## config.mk

```make
export PLATFORM = sky130hd
export DESIGN_NAME = seq_shift_add_mult_flat
export DESIGN_NICKNAME = d
export VERILOG_FILES = /design/src/rtl/mult_pkg.sv /design/src/rtl/seq_shift_add_mult_if.sv /design/src/rtl/add_nbit.sv /design/src/rtl/seq_shift_add_mult.sv /design/src/flat_wrapper.sv
export SDC_FILE = /design/constraint.sdc
export NUM_CORES = 1
export LEC_CHECK = 0
export ABC_CLOCK_PERIOD_IN_PS = 2200
export CAP_MARGIN = 20
export CORE_MARGIN = 2
export CORE_UTILIZATION = 45
export DETAILED_ROUTE_END_ITERATION = 16
export DONT_BUFFER_PORTS = 1
export GPL_TIMING_DRIVEN = 0
export PLACE_DENSITY_LB_ADDON = 0.25
export RECOVER_POWER = 25
export SETUP_SLACK_MARGIN = 0.3
export SLEW_MARGIN = 20
export SYNTH_ARGS = -nofsm -noshare
export SYNTH_HDL_FRONTEND = slang
export SYNTH_SLANG_ARGS = --single-unit
export TNS_END_PERCENT = 30
```

## constraint.sdc

```tcl
create_clock -name clk -period 2.2 [get_ports clk]
set_input_delay 0.44 -clock clk [delete_from_list [all_inputs] [get_ports clk]]
set_output_delay 0.44 -clock clk [all_outputs]
set_load 0.01 [all_outputs]
```

## src/rtl/mult_pkg.sv

```systemverilog
// Shared definitions for the sequential shift-and-add multiplier:
// FSM state encoding and a counter-width helper.
package mult_pkg;

  localparam logic [1:0] ST_IDLE = 2'd0;
  localparam logic [1:0] ST_RUN  = 2'd1;
  localparam logic [1:0] ST_DONE = 2'd2;

  typedef enum logic [1:0] {
    IDLE = ST_IDLE,
    RUN  = ST_RUN,
    DONE = ST_DONE
  } state_t;

  // Bits needed to count 0..v-1 (never less than 1).
  function automatic int clog2(input int v);
    int r;
    r = 1;
    for (int i = 1; i < 32; i++) begin
      if ((1 << i) < v) r = i + 1;
    end
    return r;
  endfunction

endpackage

```

## src/rtl/seq_shift_add_mult_if.sv

```systemverilog
// Handshake/operand bundle for seq_shift_add_mult.
// The is_signed signal exists only when MULT_SIGNED_EN is defined.
interface seq_shift_add_mult_if #(parameter int WIDTH = 4) ();

  logic                 start;
  logic [WIDTH-1:0]     a;
  logic [WIDTH-1:0]     b;
`ifdef MULT_SIGNED_EN
  logic                 is_signed;
`endif
  logic                 busy;
  logic                 done;
  logic [2*WIDTH-1:0]   product;

`ifdef MULT_SIGNED_EN
  modport master (output start, a, b, is_signed, input busy, done, product);
  modport slave  (input start, a, b, is_signed, output busy, done, product);
`else
  modport master (output start, a, b, input busy, done, product);
  modport slave  (input start, a, b, output busy, done, product);
`endif

endinterface

```

## src/rtl/add_nbit.sv

```systemverilog
// N-bit ripple-carry adder with carry-out; the single shared adder of the multiplier.
module add_nbit #(
  parameter int N = 4
) (
  input  logic [N-1:0] a,
  input  logic [N-1:0] b,
  output logic [N-1:0] sum,
  output logic         cout
);

  logic [N:0] c;

  always_comb begin
    c    = '0;
    sum  = '0;
    for (int i = 0; i < N; i++) begin
      sum[i]   = a[i] ^ b[i] ^ c[i];
      c[i+1]   = (a[i] & b[i]) | (c[i] & (a[i] ^ b[i]));
    end
    cout = c[N];
  end

endmodule

```

## src/rtl/seq_shift_add_mult.sv

```systemverilog
// WIDTH x WIDTH sequential shift-and-add multiplier, one partial product per cycle.
// Optional signed mode via macro MULT_SIGNED_EN (magnitude multiply plus final negate).
module seq_shift_add_mult
  import mult_pkg::*;
#(
  parameter int WIDTH = 4
) (
  input  logic                  clk,
  input  logic                  rst,
  seq_shift_add_mult_if.slave   bus
);

  localparam int CNT_W = clog2(WIDTH);

  state_t               state_q, state_d;
  logic [CNT_W-1:0]     count_q, count_d;
  logic [WIDTH-1:0]     mcand_q, mcand_d;
  logic [WIDTH-1:0]     mplr_q, mplr_d;
  logic [2*WIDTH-1:0]   acc_q, acc_d;
  logic [2*WIDTH-1:0]   product_q, product_d;

  logic [WIDTH-1:0]     a_in, b_in, addend, sum;
  logic                 carry;
  logic [2*WIDTH-1:0]   acc_step;
  logic [2*WIDTH-1:0]   result;

`ifdef MULT_SIGNED_EN
  logic                 neg_q, neg_d;

  // Magnitude of a two's complement operand; -2^(W-1) maps to 2^(W-1) as unsigned.
  function automatic logic [WIDTH-1:0] magnitude(input logic [WIDTH-1:0] v, input logic sgn);
    return (sgn && v[WIDTH-1]) ? WIDTH'(-v) : v;
  endfunction

  function automatic logic [2*WIDTH-1:0] sign_fix(input logic [2*WIDTH-1:0] v, input logic neg);
    return neg ? (2*WIDTH)'(-v) : v;
  endfunction

  assign a_in   = magnitude(bus.a, bus.is_signed);
  assign b_in   = magnitude(bus.b, bus.is_signed);
  assign neg_d  = (state_q == IDLE && bus.start) ? (bus.is_signed & (bus.a[WIDTH-1] ^ bus.b[WIDTH-1]))
                                                 : neg_q;
  assign result = sign_fix(acc_step, neg_q);
`else
  assign a_in   = bus.a;
  assign b_in   = bus.b;
  assign result = acc_step;
`endif

  assign addend   = mplr_q[0] ? mcand_q : '0;
  // Shift {carry, sum, acc_lo} right by one: the dropped LSB is the finished product bit.
  assign acc_step = {carry, sum, acc_q[WIDTH-1:1]};

  add_nbit #(.N(WIDTH)) u_add (
    .a    (acc_q[2*WIDTH-1:WIDTH]),
    .b    (addend),
    .sum  (sum),
    .cout (carry)
  );

  always_comb begin
    state_d   = state_q;
    count_d   = count_q;
    mcand_d   = mcand_q;
    mplr_d    = mplr_q;
    acc_d     = acc_q;
    product_d = product_q;
    case (state_q)
      IDLE: begin
        if (bus.start) begin
          mcand_d = a_in;
          mplr_d  = b_in;
          acc_d   = '0;
          count_d = '0;
          state_d = RUN;
        end
      end
      RUN: begin
        acc_d   = acc_step;
        mplr_d  = mplr_q >> 1;
        count_d = count_q + 1'b1;
        // Product is loaded on entry to DONE so it is valid while done is high.
        if (count_q == CNT_W'(WIDTH - 1)) begin
          product_d = result;
          state_d   = DONE;
        end
      end
      DONE:    state_d = IDLE;
      default: state_d = IDLE;
    endcase
  end

  always_ff @(posedge clk) begin
    if (rst) begin
      state_q   <= IDLE;
      count_q   <= '0;
      product_q <= '0;
    end else begin
      state_q   <= state_d;
      count_q   <= count_d;
      product_q <= product_d;
    end
  end

  always_ff @(posedge clk) begin
    mcand_q <= mcand_d;
    mplr_q  <= mplr_d;
    acc_q   <= acc_d;
`ifdef MULT_SIGNED_EN
    neg_q   <= neg_d;
`endif
  end

  assign bus.busy    = (state_q == RUN);
  assign bus.done    = (state_q == DONE);
  assign bus.product = product_q;

endmodule

```

## src/flat_wrapper.sv

```systemverilog
// flat-port wrapper written by rule: the top's interface ports become plain ports
module seq_shift_add_mult_flat import mult_pkg::*;
#(
  parameter int WIDTH = 4
)
  (clk, rst, bus_start, bus_a, bus_b, bus_busy, bus_done, bus_product);
  seq_shift_add_mult_if #(.WIDTH(WIDTH)) bus_i ();
  input  logic clk;
  input  logic rst;
  input wire logic [$bits(bus_i.start)-1:0] bus_start;
  input wire logic [$bits(bus_i.a)-1:0] bus_a;
  input wire logic [$bits(bus_i.b)-1:0] bus_b;
  output wire logic [$bits(bus_i.busy)-1:0] bus_busy;
  output wire logic [$bits(bus_i.done)-1:0] bus_done;
  output wire logic [$bits(bus_i.product)-1:0] bus_product;
  assign bus_i.start = bus_start;
  assign bus_i.a = bus_a;
  assign bus_i.b = bus_b;
  assign bus_busy = bus_i.busy;
  assign bus_done = bus_i.done;
  assign bus_product = bus_i.product;
  seq_shift_add_mult #(.WIDTH(WIDTH)) u_core (.clk(clk), .rst(rst), .bus(bus_i));
endmodule
```

## Yosys cells after proc, flatten, opt, wreduce, memory -nomap -nowiden

Index checks and enable logic that the tools add are counted.

- Input port bits: 11
- Logic and storage cells: 45
- Flip-flop bits (word level): 58
- Output and inout bits: 10

- Eq/ne operators: 5
- Add/sub/neg operators: 1
- Mux-type cells: 10
- Reductions and logical operators: 6
- Bitwise gates (word level): 17

Operators by type and width:

| operator | number |
|---|---|
| case mux 32 bit (2 select lines) | 1 |
| adder 32 x 1 -> 32 bit (second input constant) | 1 |
| == test 32 x 2 -> 1 bit (second input constant) | 1 |
| two-way mux 32 bit | 1 |
| case mux 8 bit (2 select lines) | 1 |
| two-way mux 4 bit | 2 |
| two-way mux 8 bit | 1 |
| case mux 4 bit (2 select lines) | 1 |
| AND reduction 2 bit | 4 |
| bitwise AND 1 bit | 7 |
| XOR 1 bit | 7 |
| two-way mux 2 bit | 2 |
| case mux 2 bit (2 select lines) | 1 |
| bitwise OR 1 bit | 3 |
| == test 2 x 1 -> 1 bit (second input constant) | 1 |
| == test 2 bit (second input constant) | 1 |
| zero test 2 bit | 1 |
| inequality test 2 x 1 -> 1 bit (second input constant) | 1 |
| inequality test 2 bit (second input constant) | 1 |
| nonzero test 2 bit | 1 |

## Longest topological paths before layout

- Word-level depth: 9
- Gate-level depth with buffers: 9

## By module

A second synthesis with hierarchy kept.

- Cell total of the unflattened synthesis: 308
- Area, all modules: 2,829.0 µm²

By module, submodules not included:

| module | cells an instance | area each (µm²) | instances |
|---|---|---|---|
| seq_shift_add_mult | 294 | 2,718.9 | 1 |
| add_nbit | 14 | 110.1 | 1 |

## Worst setup path before layout

No wires, ideal clock.

- Path type: reg2reg
- From: reg u_core.mplr_q[0]
- To: reg u_core.product_q[6] (netlist: u_core.bus.product[6])
- Data arrival time: 1.965 ns
- Path buffers: 0
- Setup time: 0.086 ns
- Clock period less this slack: 2.051 ns
- Cell stages (with the launch flop): 10
- Setup slack: 0.149 ns
- Path through: edfxtp_1 -> and2_1 -> ha_1 -> inv_1 -> fa_1 -> inv_1 -> fa_1 -> inv_1 -> fa_1 -> a211oi_1

- Longest elaborated chain between the ends: 7
- Elaborated cells between the ends (all ways): 12
- Those cells by class: mux (1); bitwise (11)

RTL lines:

| item | line | RTL |
|---|---|---|
| start, declared | seq_shift_add_mult.sv:18 | `logic [WIDTH-1:0] mplr_q, mplr_d;` |
| start signal, assigned | seq_shift_add_mult.sv:107 | `mplr_q <= mplr_d;` |
| two-way mux 4 bit * | seq_shift_add_mult.sv:50 | `assign addend = mplr_q[0] ? mcand_q : '0;` |
| bitwise AND 1 bit or XOR 1 bit (tied branches) | add_nbit.sv:18 | `c[i+1] = (a[i] & b[i]) \| (c[i] & (a[i] ^ b[i]));` |
| bitwise AND 1 bit | add_nbit.sv:18 |  |
| bitwise OR 1 bit | add_nbit.sv:18 |  |
| bitwise AND 1 bit | add_nbit.sv:18 |  |
| bitwise OR 1 bit | add_nbit.sv:18 |  |
| XOR 1 bit * | add_nbit.sv:17 | `sum[i] = a[i] ^ b[i] ^ c[i];` |
| end signal, assigned | seq_shift_add_mult.sv:101 | `product_q <= product_d;` |
| end, declared | seq_shift_add_mult.sv:20 | `logic [2*WIDTH-1:0] product_q, product_d;` |

Mark *: on every way between the ends. The rest lies on a longest branch, timed or not.
A chain may end at the register's enable or synchronous reset.

## Final worst setup path

- From: reg u_core.mplr_q[0]
- To: reg u_core.acc_q[6], data pin

- Longest elaborated chain between the ends: 8
- Elaborated cells between the ends (all ways): 13
- Those cells by class: mux (2); bitwise (11)

RTL lines:

| item | line | RTL |
|---|---|---|
| two-way mux 4 bit * | seq_shift_add_mult.sv:50 |  |
| bitwise AND 1 bit or XOR 1 bit (tied branches) | add_nbit.sv:18 |  |
| bitwise AND 1 bit | add_nbit.sv:18 |  |
| bitwise OR 1 bit | add_nbit.sv:18 |  |
| bitwise AND 1 bit | add_nbit.sv:18 |  |
| bitwise OR 1 bit | add_nbit.sv:18 |  |
| XOR 1 bit * | add_nbit.sv:17 |  |
| case mux 8 bit (2 select lines) * | seq_shift_add_mult.sv:68 | `case (state_q)` |
| end signal, assigned | seq_shift_add_mult.sv:108 | `acc_q <= acc_d;` |
| end, declared | seq_shift_add_mult.sv:19 | `logic [2*WIDTH-1:0] acc_q, acc_d;` |

Marks and branches as above.

==> flow_summary.html <==
<table>
<tr><th>Metric</th><th>Value</th></tr>
<tr><th colspan="2">Floorplan</th></tr>
<tr><td>Initial Utilization</td><td>a little under half</td></tr>
<tr><td>Die Wd</td><td>82.8 µm</td></tr>
<tr><td>Core region area</td><td>~6000 µm²</td></tr>
<tr><td>Die extent in y</td><td>around 83 µm</td></tr>
<tr><td>Total Die Area</td><td>just under 7000 µm²</td></tr>
<tr><td>I/O pins</td><td>21</td></tr>
<tr><td>Site row count</td><td>28</td></tr>
<tr><th colspan="2">Setup path</th></tr>
<tr><td>Crit path capture type</td><td>register</td></tr>
<tr><td>Crit path launch type</td><td>register</td></tr>
<tr><td>Class of the most critical setup path</td><td>reg2reg</td></tr>
<tr><td>CP startpoint</td><td>u_core.mplr_q[0]</td></tr>
<tr><td>Required time worst endpoint</td><td>about 2.3 ns</td></tr>
<tr><td>Worst Path Max Fanout</td><td>2</td></tr>
<tr><td>Data arrival time of the critical path</td><td>around 2.2 ns</td></tr>
<tr><td>Reg-to-reg critical path startpoint</td><td>u_core.mplr_q[0]</td></tr>
<tr><th colspan="2">Timing</th></tr>
<tr><td>Final Hold Vio Count</td><td>0</td></tr>
<tr><td>Maximum frequency from static timing analysis</td><td>0.463 GHz</td></tr>
<tr><td>Setup TNS Final</td><td>0 ns</td></tr>
<tr><td>Fin. max-slew vios</td><td>0</td></tr>
<tr><td>Setup WS post-layout</td><td>between 0.04 and 0.05 ns</td></tr>
<tr><td>Final setup violation count</td><td>0</td></tr>
<tr><td>Setup repair after global routing missed its margin</td><td>true</td></tr>
<tr><td>Final critical path time including I/O delays and setup</td><td>2.16 ns</td></tr>
<tr><td>Share of the clock period used by the worst path after layout</td><td>around 98%</td></tr>
<tr><td>Rel. slew slack</td><td>59.5%</td></tr>
<tr><td>Clock skew after layout</td><td>0.00946 ns</td></tr>
<tr><td>Pin slew with the least headroom to its limit</td><td>~0.61 ns</td></tr>
<tr><th colspan="2">Synthesis</th></tr>
<tr><td>Sequential area share after synthesis</td><td>46.2%</td></tr>
<tr><td>#FFs+latches synth</td><td>57</td></tr>
<tr><td>Post-Synthesis Net Count</td><td>about 310</td></tr>
<tr><td>Synthesized cell area</td><td>2800 µm²</td></tr>
<tr><td>Gate Count Post-Synth</td><td>between 200 and 300</td></tr>
<tr><td>Leading register cell type out of synthesis</td><td>dfxtp_1</td></tr>
<tr><td>Synthesized area per cell</td><td>~9.4 µm²</td></tr>
<tr><td>Async S/R FF share, synth</td><td>0%</td></tr>
<tr><td>Number of distinct standard cells referenced by the synthesized netlist</td><td>46</td></tr>
<tr><td>Count of synthesis-stage warnings from yosys</td><td>0</td></tr>
<tr><td>Count of flip-flops with a built-in enable after synthesis</td><td>15</td></tr>
<tr><th colspan="2">Global routing</th></tr>
<tr><td>Antenna violations before repair</td><td>0</td></tr>
<tr><td>Largest net degree at the start of global routing</td><td>14</td></tr>
<tr><td>Global-route congestion overflow total</td><td>0</td></tr>
<tr><td>Number of global-route vias before repair</td><td>~2,300</td></tr>
<tr><td>Total global-route track usage</td><td>between 20 and 25%</td></tr>
<tr><td>First-pass GRT wire length</td><td>roughly 11,000 µm</td></tr>
<tr><th colspan="2">Placed design</th></tr>
<tr><td>Detailed Place HPWL</td><td>between 4000 and 5000 µm</td></tr>
<tr><td>Number of instances in the placed design</td><td>around 370</td></tr>
<tr><td>Number of buffers inserted by port buffering</td><td>0</td></tr>
<tr><td>RePlAce Congestion</td><td>0.818</td></tr>
<tr><td>Post-placement worst setup slack</td><td>-0.0175 ns</td></tr>
<tr><th colspan="2">Finish</th></tr>
<tr><td>Commonest non-fill, non-tap cell in the layout</td><td>dfxtp_1</td></tr>
<tr><td>Area Overhead vs Synth</td><td>21.1%</td></tr>
<tr><td>Non-filler cells, final</td><td>between 300 and 400</td></tr>
<tr><td>Nets</td><td>331</td></tr>
<tr><td>Utilization of the core after routing</td><td>between 50% and 60%</td></tr>
<tr><td>Fraction of final layout cells with drive strength greater than 1</td><td>approximately 29%</td></tr>
<tr><td>Diodes inserted</td><td>0</td></tr>
<tr><td>Leading cell types in the layout, fill and taps excluded</td><td>25 x dfxtp_1, 22 x nor2_1, 22 x a21oi_1</td></tr>
<tr><th colspan="2">Drt</th></tr>
<tr><td>Vias per std cell</td><td>6.19</td></tr>
<tr><td>DRC marker count from the first detailed-route iteration</td><td>between 150 and 200</td></tr>
<tr><td>Average wire length per cell after detail routing</td><td>between 15 and 20 µm</td></tr>
<tr><td>Number of nets with antenna violations after routing</td><td>0</td></tr>
<tr><td>Number of vias after detailed routing</td><td>2,447</td></tr>
<tr><td>Detailed-route DRC error count</td><td>0</td></tr>
<tr><td>Routed Wire Length</td><td>between 6000 and 7000 µm</td></tr>
<tr><td>First-pass DRT Iterations</td><td>4</td></tr>
<tr><th colspan="2">Clock network</th></tr>
<tr><td>TritonCTS Buffers</td><td>9</td></tr>
<tr><td>Number of buffers on the longest clock path</td><td>2</td></tr>
<tr><td>Clock tree root buffer cell</td><td>clkbuf_8</td></tr>
<tr><td>CTS tree</td><td>built</td></tr>
<tr><td>Clock transition at the registers of the reported paths</td><td>about 0.07 ns</td></tr>
<tr><td>Number of clock sinks</td><td>57</td></tr>
<tr><td>H-tree depth</td><td>3</td></tr>
<tr><td>Insertion delay to the later sink of the worst-skew pair</td><td>about 0.35 ns</td></tr>
<tr><td>Hold-fix buffers at CTS</td><td>0</td></tr>
<tr><th colspan="2">Power and ir drop</th></tr>
<tr><td>Overall Power</td><td>between 2000 and 2500 µW</td></tr>
<tr><td>Power per Cell Area</td><td>652 nW/µm²</td></tr>
<tr><td>Pleak</td><td>about 0.0012 µW</td></tr>
<tr><td>Largest vdd supply drop</td><td>0.466 mV</td></tr>
<tr><th colspan="2">Worst hold path</th></tr>
<tr><td>Path class of the lowest-slack min-delay path</td><td>in2reg</td></tr>
<tr><td>Worst Min Path Start</td><td>bus_a[3]</td></tr>
<tr><th colspan="2">Outcome</th></tr>
<tr><td>Result of the run</td><td>completed</td></tr>
<tr><th colspan="2">Job</th></tr>
<tr><td>Max-cap viol count</td><td>0</td></tr>
</table>
cell usage after synthesis (10+ instances only):
library cell	n	area, µm²
a21oi_1	23	115
clkbuf_1	14	52.6
dfxtp_1	42	841
edfxtp_1	15	450
inv_1	10	37.5
mux2_2	11	124
nand2_1	20	75.1
nand3_1	13	65.1
nand4_1	12	75.1
nor2_1	22	82.6
nor4_1	12	75.1
or4_1	10	75.1
cells by family (layout without fill, tap and decap cells):
group | Yosys count | after routing | share of synthesized area [%]
compound gates | 58 | 58 | 13.5
fa+ha+maj | 5 | 5 | 3.04
buf+inv | 29 | 51 | 4.07
flops | 57 | 57 | 46.2
mux | 11 | 11 | 4.43
simple gates | 138 | 138 | 28.8
registers in the layout, indices dropped and copies added (netlist names):
name	cells
u_core.mcand_q	4
u_core.mplr_q	4
u_core.count_q	32
u_core.state_q	2
u_core.bus.product	8
u_core.acc_q	7
metrics by stage:
stage	hold WS [ns]	cell area, µm²
after floorplan	0.484	2800
after global placement	0.503	2890
after detailed placement	0.506	2890
after CTS	0.170	3180
after global routing	0.161	3390
final	0.183	3390
area by class of cell:
| class | instances | area [µm²] |
|---|---|---|
| plain buffers | 18 | 108 |
| clock buffers | 9 | 124 |
| clock inverters | 7 | 61.3 |
| fillers | 534 | 2570 |
| inverters | 11 | 41.3 |
| multi-input cells | 212 | 1580 |
| flip-flops and latches | 57 | 1330 |
| well taps | 75 | 93.8 |
| repair buffers | 6 | 45.0 |
path summary, 6_finish.rpt:
path	to	slack (ns)	cells past startpoint
max reg2reg	u_core.acc_q[6]	0.04	9
min reg2reg	u_core.mplr_q[1]	0.52	2
max	u_core.acc_q[6]	0.04	9
min	u_core.mcand_q[3]	0.18	0
routing by layer:
| metal | global-route usage, % | wire [µm] | up-vias |
|---|---|---|---|
| met5 | 0 | 0 | - |
| met4 | 5.66 | 130 | 0 |
| met3 | 8.05 | 363 | 12 |
| met2 | 31.5 | 3300 | 56 |
| met1 | 26.1 | 3060 | 1202 |
| li1 | - | - | 1177 |
timing repair:
item	4_1_cts	5_1_grt
pin swaps	7	10
setup endpoints to repair	41	36
gates resized for setup	28	71
buffers inserted	4	2
gates cloned	0	0
report_power, final:
part	total, µW	switching [µW]	internal [µW]
clock network	940	430	510
registers	1120	14.9	1100
logic	148	99.7	48.4
total	2210	545	1660
worst max-delay path: stages (launching register included):
cell      delay, ns
edfxtp_1       0.36
and2_1         0.13
ha_2           0.17
inv_2          0.04
fa_2           0.33
inv_2          0.06
fa_2           0.18
inv_2          0.04
fa_1           0.53
nor2_1         0.06
Power figures use the tool's default switching activity.
